`config.mk`:
```
export PLATFORM = sky130hd
export DESIGN_NAME = csa_share_arbiter
export DESIGN_NICKNAME = d
export VERILOG_FILES = /design/src/rtl/csa_pkg.sv /design/src/rtl/carry_save_adder.sv /design/src/rtl/csa_share_arbiter.sv
export SDC_FILE = /design/constraint.sdc
export NUM_CORES = 1
export LEC_CHECK = 0
export BUFFER_PORTS_ARGS = -buffer_cell sky130_fd_sc_hd__buf_2
export CORE_MARGIN = 3
export CORE_UTILIZATION = 35
export CTS_CLUSTER_SIZE = 40
export DETAILED_ROUTE_END_ITERATION = 6
export SETUP_SLACK_MARGIN = 0.4
export SYNTH_ARGS = -nofsm -noshare
export SYNTH_HDL_FRONTEND = slang
export SYNTH_SLANG_ARGS = --single-unit
```
`constraint.sdc`:
```
create_clock -name clk -period 4.9 [get_ports clk]
set_input_delay 0.735 -clock clk [delete_from_list [all_inputs] [get_ports clk]]
set_output_delay 0.735 -clock clk [all_outputs]
set_load 0.005 [all_outputs]
```
`src/rtl/csa_pkg.sv`:
```
// Shared constants and FSM state type for the carry-save-adder arbiter slice.
// The operand packing and result width are fixed by the 4-input adder.
package csa_pkg;
  localparam int OPW  = 4;
  localparam int SUMW = OPW + 2;
  localparam int NOPS = 4;

  typedef enum logic [1:0] {
    IDLE,
    CALC,
    RESP
  } state_t;
endpackage

```
`src/rtl/carry_save_adder.sv`:
```
// Four-operand adder: two carry-save compression rows reduce a,b,c,d to a
// sum/carry pair, then a single carry-propagate add produces {cout,sum}.
module carry_save_adder
  import csa_pkg::*;
#(
  parameter int W  = OPW,
  parameter int SW = SUMW
) (
  input  logic [W-1:0]  a,
  input  logic [W-1:0]  b,
  input  logic [W-1:0]  c,
  input  logic [W-1:0]  d,
  output logic [SW-2:0] sum,
  output logic          cout
);
  logic [SW-1:0] ax, bx, cx, dx;
  logic [SW-1:0] s1, c1, s2, c2, total;

  assign ax = {{(SW-W){1'b0}}, a};
  assign bx = {{(SW-W){1'b0}}, b};
  assign cx = {{(SW-W){1'b0}}, c};
  assign dx = {{(SW-W){1'b0}}, d};

  // Operands are zero-extended by two bits, so the shifted carries never overflow.
  assign s1 = ax ^ bx ^ cx;
  assign c1 = ((ax & bx) | (ax & cx) | (bx & cx)) << 1;
  assign s2 = s1 ^ c1 ^ dx;
  assign c2 = ((s1 & c1) | (s1 & dx) | (c1 & dx)) << 1;

  assign total       = s2 + c2;
  assign {cout, sum} = total;
endmodule

```
`src/rtl/csa_share_arbiter.sv`:
```
// Two requesters share one carry-save adder; round-robin grant in IDLE,
// one cycle of calculation, then the result is held until consumed.
module csa_share_arbiter #(
  parameter int OPW  = csa_pkg::OPW,
  parameter int SUMW = csa_pkg::SUMW
) (
  input  logic              clk,
  input  logic              rst_n,
  input  logic [1:0]        req_valid,
  output logic [1:0]        req_ready,
  input  logic [4*OPW-1:0]  req_ops0,
  input  logic [4*OPW-1:0]  req_ops1,
  output logic              rsp_valid,
  input  logic              rsp_ready,
  output logic              rsp_id,
  output logic [SUMW-1:0]   rsp_sum,
  output logic              busy
);
  import csa_pkg::*;

  state_t             state;
  logic               prio;
  logic               id;
  logic [4*OPW-1:0]   ops;
  logic [1:0]         grant;
  logic [SUMW-2:0]    csa_sum;
  logic               csa_cout;

  always_comb begin
    grant = 2'b00;
    if (!prio) begin
      if (req_valid[0])      grant = 2'b01;
      else if (req_valid[1]) grant = 2'b10;
    end else begin
      if (req_valid[1])      grant = 2'b10;
      else if (req_valid[0]) grant = 2'b01;
    end
  end

  // Gated by rst_n so the strobe is low during reset even though state is IDLE.
  assign req_ready = (state == IDLE && rst_n) ? grant : 2'b00;
  assign busy      = (state != IDLE);

  carry_save_adder #(.W(OPW), .SW(SUMW)) u_csa (
    .a    (ops[OPW-1:0]),
    .b    (ops[2*OPW-1:OPW]),
    .c    (ops[3*OPW-1:2*OPW]),
    .d    (ops[4*OPW-1:3*OPW]),
    .sum  (csa_sum),
    .cout (csa_cout)
  );

  always_ff @(posedge clk or negedge rst_n) begin
    if (!rst_n) begin
      state     <= IDLE;
      prio      <= 1'b0;
      id        <= 1'b0;
      ops       <= '0;
      rsp_valid <= 1'b0;
      rsp_id    <= 1'b0;
      rsp_sum   <= '0;
    end else begin
      case (state)
        IDLE: begin
          if (|req_ready) begin
            ops   <= req_ready[1] ? req_ops1 : req_ops0;
            id    <= req_ready[1];
            prio  <= ~req_ready[1];
            state <= CALC;
          end
        end
        CALC: begin
          rsp_sum   <= {csa_cout, csa_sum};
          rsp_id    <= id;
          rsp_valid <= 1'b1;
          state     <= RESP;
        end
        RESP: begin
          if (rsp_ready) begin
            rsp_valid <= 1'b0;
            state     <= IDLE;
          end
        end
        default: state <= IDLE;
      endcase
    end
  end
endmodule

```
==> results of run 1 <==
-- cell type report --
cell class	count	area, um2	share of cell area
clock buffer	3	41.29	0.02177
inverter	19	76.32	0.04024
sequential	28	700.7	0.3694
timing repair buffer	50	257.7	0.1359
tap	50	62.56	0.03298
multi-input combinational	93	758.2	0.3997
-- report_power, final --
part	switching [mW]	total (mW)	leakage (nW)	internal, mW
registers	0.0798	0.421	0.340	0.341
logic	0.366	0.731	0.613	0.365
clock network	0.0660	0.121	0.0216	0.0551
total	0.512	1.27	0.975	0.761
-- kinds of logic (layout without fill, tap and decap cells) --
logic type | after synthesis | count (layout) | synth area share
AND/OR/NAND/NOR | 38 | 38 | 0.1473
AO/OA/AOI/OAI | 38 | 38 | 0.1647
XOR/XNOR | 1 | 1 | 0.005543
flip-flops | 28 | 28 | 0.4434
adder cells (fa/ha/maj) | 13 | 13 | 0.1409
buffers and inverters | 26 | 72 | 0.07680
multiplexers | 3 | 3 | 0.02138
-- sequential cells by signal, summed over array words and instances, names as in the netlist --
| signal | count |
|---|---|
| prio | 1 |
| rsp_valid | 1 |
| id | 1 |
| state | 2 |
| rsp_sum | 6 |
| ops | 16 |
| rsp_id | 1 |
-- layout by cell type, fill, tap and decap left out, types with 2 or more instances in the layout --
cell type / instances
a221o_1: 10
o21ai_0: 12
nor4_1: 6
buf_4: 3
inv_1: 18
nand3_1: 7
fa_1: 8
clkbuf_8: 3
nor4bb_1: 2
buf_2: 47
nand2_1: 4
a21o_1: 2
a21oi_1: 5
dfrtp_1: 28
a31oi_1: 6
ha_1: 5
and3_1: 10
mux2_2: 3
-- path summary, 6_finish.rpt --
kind                       startpoint            to  slack [ns]
setup reg to reg               ops[1]    rsp_sum[5]        2.35
min in group clk           rsp_sum[3]    rsp_sum[3]        0.49
hold reg to reg            rsp_sum[3]    rsp_sum[3]        0.49
setup / recovery                rst_n  req_ready[1]        1.68
max in group asynchronous       rst_n        ops[8]        4.18
hold / removal                  rst_n    rsp_sum[1]        0.45
-- metal layers --
layer,GRT usage,vias up,wire length [um],part of all wire
met5,0,-,0,0
met4,0.04303,0,42,0.012
met3,0.03030,4,198,0.057
li1,-,626,-,-
met2,0.2264,40,1588,0.46
met1,0.1943,585,1633,0.47
-- worst register-to-register path: stages, from the launching register on --
cell and delay (ns):
dfrtp_1 0.42, fa_1 0.57, fa_1 0.42, ha_1 0.22, fa_1 0.40, a21o_1 0.17
a21oi_1 0.15, o21ai_0 0.08
-- per-stage QoR --
| stage | util | cell area, um2 | worst slack, ns | power (mW) | instances |
|---|---|---|---|---|---|
| 2_1_floorplan | - | 1580 | 2.410 | 0.9829 | 147 |
| 3_3_place_gp | 0.4447 | 1856 | 1.714 | 1.160 | 240 |
| 3_5_place_dp | 0.4447 | 1856 | 1.660 | 1.179 | 240 |
| 4_1_cts | 0.4546 | 1897 | 1.661 | 1.310 | 243 |
| 5_1_grt | 0.4546 | 1897 | 1.548 | 1.429 | 243 |
| 6_report | 0.4546 | 1897 | 1.684 | 1.273 | 243 |
==> results.yml, run 1 <==
clock_tree:
  clock-sinks: 28
  cts_root_buffer: "clkbuf_8"
  cts_buffers: 3
  cts_tree: "yes"
  holdBufCountCts: 0
  htreeDepth: 1
  postCtsSetupBuffers: 0
  clk_latency_ns: 0.27
  clockBufferDepth: 2
  clk_pin_slew_ns: 0.09
  cts_resized: 0
timing:
  finalHoldViolCount: 0
  fin_setup_tns_ns: 0
  whs_ns: 0.4544
  slew_violations: 0
  finalCritPeriodShare: 0.6562
  worstMarginPinSlew_ns: 0.8084
  rsz0062_at_grt: "false"
  fmax_mhz: 311.0
  skew_ns: 0.001608
  min_period_ns: 3.216
  finalSetupViolations: 0
  relSlewSlack: 0.4575
finish:
  num-nets-final: 245
  diodes: 0
  final.fill_count: 410
  syn_to_final_growth_pct: 20.03
  drive_gt1_frac: 0.3109
critical_path:
  cp_max_fo: 30
  cp_top_family: "simple AND/OR/NAND/NOR gates"
  crit_slowest_cell: "or3_1"
  start_kind: "input pin"
  critPathRequiredTime_ns: 4.16
  worstPathArrival_ns: 2.48
  cpMostUsedCell: "buf_2"
  path_buf_inv: 4
  crit_cells: 6
  crit_type: "in2out"
  slowest_delay_ns: 0.54
  end_kind: "primary output"
  worstPathCellList: "buf_2 -> buf_4 -> or3b_4 -> or3_1 -> clkinv_4 -> buf_2"
  reg2reg_depth: 7
routing:
  ant_nets: 0
  wl_mm: 3.463
  drt_iter0_markers: 75
  drt_pre_antenna_iters: 4
  vias: 1255
  wl_per_cell_um: 14.25
  vias_per_cell: 5.165
  drc: 0
floorplanning:
  die_x_um: 73.20
  die_height_um: 73.20
  die-area_mm2: 0.005358
  num_rows: 23
  core_area_mm2: 0.004173
  pin_count: 48
  start_util: 0.3787
placed_design:
  dp_hpwl_mm: 2.746
  gp_congestion: 0.8316
  io_buffers: 47
synth:
  synth_edf_count: 0
  synth_common_cells: "28 x dfrtp_1, 18 x inv_1, 12 x o21ai_0, 10 x a221o_1, 10 x and3_1"
  synth_nets: 197
  yosysTopAreaCell: "dfrtp_1"
  yosys-top-cells-area: "dfrtp_1 44%, fa_1 10%, a221o_1 6.3%"
  yosysMostFrequentCell: "dfrtp_1"
  async_flop_share: 1.000
  synth_flop_cell: "dfrtp_1"
  ys_ff_latch: 28
  synthCells: 147
  synth-warning-count: 0
  synth.distinct_cells: 32
  synth_seq_area_share: 0.4434
  synth_top_area_frac: 0.4434
  synth_area_mm2: 0.001580
  avgSynthCellArea_um2: 10.75
grt:
  grt_pass1_wl_mm: 5.920
  grt_max_degree: 31
  grt_pass1_vias: 1296
  antenna_found_initial: 0
  overflow: 0
  grt.total_usage: 0.1424
run:
  cap_violations: 0
worst_hold_path:
  hp-class: "in2async"
pwr:
  ir_drop_v: 0.0002350
  power_density_mw_per_mm2: 671.3
  power.leakage_nw: 0.9746
status:
  status: "completed"
Note: power is estimated with default switching activity, not from simulation.
==> inputs of run 2 (changes only) <==
==> constraint.sdc (replaced) <==
create_clock -name clk -period 2.8 [get_ports clk]
set_input_delay 0.42 -clock clk [delete_from_list [all_inputs] [get_ports clk]]
set_output_delay 0.42 -clock clk [all_outputs]
set_load 0.005 [all_outputs]
==> run 2 against run 1 <==
Compared with the run above: combinational power rose by 120%; sequential share of layout area fell by 1.6 points; largest power group unchanged; via count rose by 4.8%; routed wire length rose by 8.5%; global-route usage rose by 0.85 points; non-clock buffer count rose by 8; first-iteration DRC count rose by 35%; worst hold slack got worse by 0.29 ns; setup slack got worse by 1.3 ns; clock power rose by 82%.
==> results.yml, run 2 (synthesis results as in run 1) <==
floorplanning:
  num_rows: 23
  die-area_mm2: 0.005358
  start_util: 0.3787
  die_x_um: 73.20
  pin_count: 48
  core_area_mm2: 0.004173
  die_height_um: 73.20
critical_path:
  crit_type: "reg2reg"
  slowest_delay_ns: 0.56
  reg2reg_depth: 7
  crit_path_start: "ops[1]"
  rr_startpoint: "ops[1]"
  worstPathArrival_ns: 2.58
  cpMostUsedCell: "fa_1"
  rr_endpoint: "rsp_sum[5]"
  r2r_slack_ns: 0.37
  worstPathCellList: "fa_1 -> fa_1 -> ha_2 -> fa_2 -> a21o_1 -> a21oi_2 -> o21ai_1"
  end_kind: "register"
  start_kind: "register"
  crit_slowest_cell: "fa_1"
  critPathRequiredTime_ns: 2.95
  cp_max_fo: 2
finish:
  largest_register: "ops"
  drive_gt1_frac: 0.3781
  largest_reg_flops: 16
  diodes: 0
  num-nets-final: 253
  reg_top3: "ops: 16 flops, rsp_sum: 6 flops, state: 2 flops"
  layout_common_cells: "47 x buf_2, 27 x dfrtp_1, 16 x inv_1, 11 x o21ai_0, 11 x buf_4"
  syn_to_final_growth_pct: 25.57
  layout_commonest_cell: "buf_2"
timing:
  finalCritPeriodShare: 0.8692
  finalHoldViolCount: 0
  fmax_mhz: 410.9
  worstMarginPinSlew_ns: 0.8608
  skew_ns: 0.004815
  slew_violations: 0
  whs_ns: 0.1604
  relSlewSlack: 0.4223
  min_period_ns: 2.434
  rsz0062_at_grt: "true"
  fin_setup_tns_ns: 0
  finalSetupViolations: 0
clock_tree:
  htreeDepth: 1
  clockBufferDepth: 2
  clk_pin_slew_ns: 0.10
  clock-sinks: 28
  cts_root_buffer: "clkbuf_8"
  cts_tree: "yes"
  holdBufCountCts: 0
  cts_buffers: 3
  clk_latency_ns: 0.27
routing:
  vias: 1315
  wl_mm: 3.757
  vias_per_cell: 5.239
  wl_per_cell_um: 14.97
  drt_pre_antenna_iters: 4
  ant_nets: 0
  drc: 0
  drt_iter0_markers: 101
worst_hold_path:
  hp-class: "in2async"
pwr:
  ir_drop_v: 0.0005361
  power.leakage_nw: 1.009
  power_density_mw_per_mm2: 1307
grt:
  overflow: 0
  antenna_found_initial: 0
  grt_max_degree: 30
  grt.total_usage: 0.1510
  grt_pass1_wl_mm: 6.423
  grt_pass1_vias: 1388
run:
  cap_violations: 0
status:
  status: "completed"
placed_design:
  gp_congestion: 0.8811
  io_buffers: 47
  dp_hpwl_mm: 2.873
==> run 2: stage by stage <==
stage	power, mW	util	instance area, um2	std cells	setup WS [ns]
finish	2.593	0.4756	1984	251	0.3661
global route	2.898	0.4756	1984	251	0.2740
CTS	2.548	0.4690	1957	248	0.3550
detailed placement	2.206	0.4501	1878	241	0.3216
global placement	2.139	0.4501	1878	241	0.3645
floorplan	1.811	-	1595	147	0.4149
==> run 2: final cells by class <==
| cell class | instances | area, um2 |
|---|---|---|
| Tap cell | 50 | 62.56 |
| Clock buffer | 3 | 41.29 |
| Sequential cell | 28 | 701.9 |
| Fill cell | 403 | 2188 |
| Timing Repair Buffer | 58 | 317.8 |
| Multi-Input combinational cell | 93 | 784.5 |
| Inverter | 19 | 76.32 |
==> run 2: worst max path at each step <==
stage	endpoint	slack, ns	cells after the start
floorplan	rsp_sum[4]	0.41	8
global placement	rsp_sum[5]	0.36	7
detailed placement	rsp_sum[5]	0.32	7
CTS	rsp_sum[5]	0.35	7
global route	rsp_sum[4]	0.27	8
finish	rsp_sum[5]	0.37	7
==> run 2: power breakdown <==
group          total [mW]  switching (mW)  leakage [nW]  internal [mW]
registers           0.738           0.140         0.338          0.598
logic                1.64           0.777         0.649          0.858
clock network       0.220           0.123        0.0216         0.0966
==> run 2: what timing repair did <==
item                       4_1_cts  5_1_grt
setup endpoints to repair        4        5
setup buffers                    4        3
gates resized for setup          3        4
pin swaps                        7        7
==> run 2: worst max-delay path, delay by kind of cell (launching register included) <==
family | cells | cell delay (ns)
AO/OA/AOI/OAI | 3 | 0.36
flip-flops | 1 | 0.41
adder cells (fa/ha/maj) | 4 | 1.53
==> run 2: routing by layer <==
metal / vias up / global-route usage / part of all wire / wire, um
met5: - / 0 / 0 / 0
li1: 637 / - / - / -
met2: 44 / 0.2393 / 0.47 / 1766
met1: 632 / 0.2107 / 0.47 / 1772
met3: 2 / 0.02893 / 0.053 / 200
met4: 0 / 0.04098 / 0.0048 / 18
==> inputs of run 3 (changes only) <==
--- a/config.mk
+++ b/config.mk
@@ -8,8 +8,9 @@
 export BUFFER_PORTS_ARGS = -buffer_cell sky130_fd_sc_hd__buf_2
 export CORE_MARGIN = 3
 export CORE_UTILIZATION = 35
-export CTS_CLUSTER_SIZE = 40
+export CTS_CLUSTER_SIZE = 20
 export DETAILED_ROUTE_END_ITERATION = 6
+export REMOVE_ABC_BUFFERS = 1
 export SETUP_SLACK_MARGIN = 0.4
 export SYNTH_ARGS = -nofsm -noshare
 export SYNTH_HDL_FRONTEND = slang
==> run 3 against run 2 <==
Compared with the run above: first-iteration DRC count decreased by 33%; largest cell class unchanged; non-clock buffer count increased by 2; setup slack got worse by 0.049 ns; core utilization increased by 1.1 points; critical path depth increased by 1; sequential share of layout area decreased by 0.79 points; global-route usage increased by 0.64 points; maximum frequency decreased by 2.0%; largest power group unchanged; cell area increased by 2.3%; worst hold slack got worse by 0.0055 ns; clock skew decreased by 0.0012 ns; critical path type unchanged.
==> results.yml, run 3 (synthesis results as in run 1) <==
run:
  cap_violations: 0
grt:
  grt_max_degree: 30
  antenna_found_initial: 0
  grt_use_met3: 0.02617
  overflow: 0
  use_met1: 0.2150
  grt.total_usage: 0.1574
  top_usage_layer: "met2"
  grt_pass1_wl_mm: 6.458
  grt_pass1_vias: 1318
  met2_usage: 0.2493
placed_design:
  dp_hpwl_mm: 2.988
  gp_congestion: 0.8596
  dp.cells: 241
  pre_cts_ws_ns: 0.2621
  io_buffers: 47
  placed_cell_area_mm2: 0.001863
routing:
  vias_per_cell: 5.346
  wl_per_cell_um: 15.64
  drt_iter0_markers: 68
  vias: 1358
  drc: 0
  drt_pre_antenna_iters: 4
  wl_mm: 3.972
  ant_nets: 0
critical_path:
  reg2reg_depth: 8
  crit_path_start: "ops[3]"
  crit_type: "reg2reg"
  end_kind: "register"
  rr_endpoint: "rsp_sum[4]"
  start_kind: "register"
  worstPathArrival_ns: 2.70
  endpoint: "rsp_sum[4]"
  r2r_slack_ns: 0.32
  cp_max_fo: 3
  critPathRequiredTime_ns: 3.02
  rr_startpoint: "ops[3]"
finish:
  design_area_mm2: 0.002029
  syn_to_final_growth_pct: 28.42
  num-nets-final: 255
  reg_top3: "ops: 16 flops, rsp_sum: 6 flops, state: 2 flops"
  utilization: 0.4864
  layout_commonest_cell: "buf_2"
  drive_gt1_frac: 0.3922
  diodes: 0
  layout_common_cells: "47 x buf_2, 27 x dfrtp_1, 14 x inv_1, 13 x buf_4, 11 x o21ai_0"
  largest_register: "ops"
  fin_cells: 254
  largest_reg_flops: 16
floorplanning:
  num_rows: 23
  die_height_um: 73.20
  die-area_mm2: 0.005358
  die_x_um: 73.20
  core_area_mm2: 0.004173
  pin_count: 48
  start_util: 0.3787
clock_tree:
  clock-sinks: 28
  htreeDepth: 1
  cts_root_buffer: "clkbuf_8"
  cts_buffers: 3
  cts_tree: "yes"
  clockBufferDepth: 2
  clk_latency_ns: 0.28
  clk_pin_slew_ns: 0.10
  holdBufCountCts: 0
timing:
  finalSetupViolations: 0
  fmax_mhz: 402.7
  rsz0062_at_grt: "true"
  min_period_ns: 2.483
  skew_ns: 0.003633
  slew_violations: 0
  fin_setup_tns_ns: 0
  finalHoldViolCount: 0
  worstMarginPinSlew_ns: 0.8929
  fin_ws_ns: 0.3167
  relSlewSlack: 0.4007
  finalCritPeriodShare: 0.8869
pwr:
  power_density_mw_per_mm2: 1369
  power.leakage_nw: 1.035
  ir_drop_v: 0.0006294
worst_hold_path:
  hp-class: "in2async"
status:
  status: "completed"
## run 3: how the worst min path moves through the flow
stage / to / slack, ns
2_1_floorplan: id / 0.12
3_3_place_gp: rsp_sum[3] / 0.46
3_5_place_dp: rsp_sum[2] / 0.47
4_1_cts: rsp_sum[4] / 0.17
5_1_grt: rsp_sum[4] / 0.18
6_report: rsp_sum[4] / 0.15
## run 3: cell type report
| type | count | area, um2 |
|---|---|---|
| clock buffers | 3 | 41.29 |
| clock inverters | 1 | 30.03 |
| fillers | 389 | 2143 |
| inverters | 19 | 76.32 |
| multi-input cells | 93 | 784.5 |
| flip-flops and latches | 28 | 701.9 |
| well taps | 50 | 62.56 |
| repair buffers | 60 | 332.8 |
## run 3: metrics by stage
step	hold WS [ns]	total power, mW
after floorplan	0.1244	1.703
after global placement	0.4590	2.044
after detailed placement	0.4666	2.125
after CTS	0.1696	2.627
after global routing	0.1848	3.039
final	0.1549	2.778
## run 3: critical path: stages, from the launching register on
cell and delay, ns:
dfrtp_1 0.38, inv_2 0.05, fa_1 0.55, inv_2 0.04, fa_1 0.50, ha_4 0.31, inv_2 0.04, or4_1 0.49
nand3_1 0.09
## run 3: power by group
part           switching [mW]  internal (mW)  leakage (nW)
Combinational           0.819          0.902         0.660
Sequential              0.135          0.598         0.338
Clock                   0.133          0.192        0.0357
Total                    1.09           1.69          1.03
## run 3: metal layers
| metal | vias to the layer above | wire [um] |
|---|---|---|
| met5 | - | 0 |
| met4 | 0 | 71 |
| met3 | 6 | 174 |
| met2 | 48 | 2038 |
| met1 | 658 | 1687 |
| li1 | 646 | - |
## run 3: what timing repair did
item / CTS / global route
pin swaps: 8 / 10
endpoints found under the setup margin: 5 / 5
gates resized for setup: 7 / 4
buffers inserted: 3 / 6
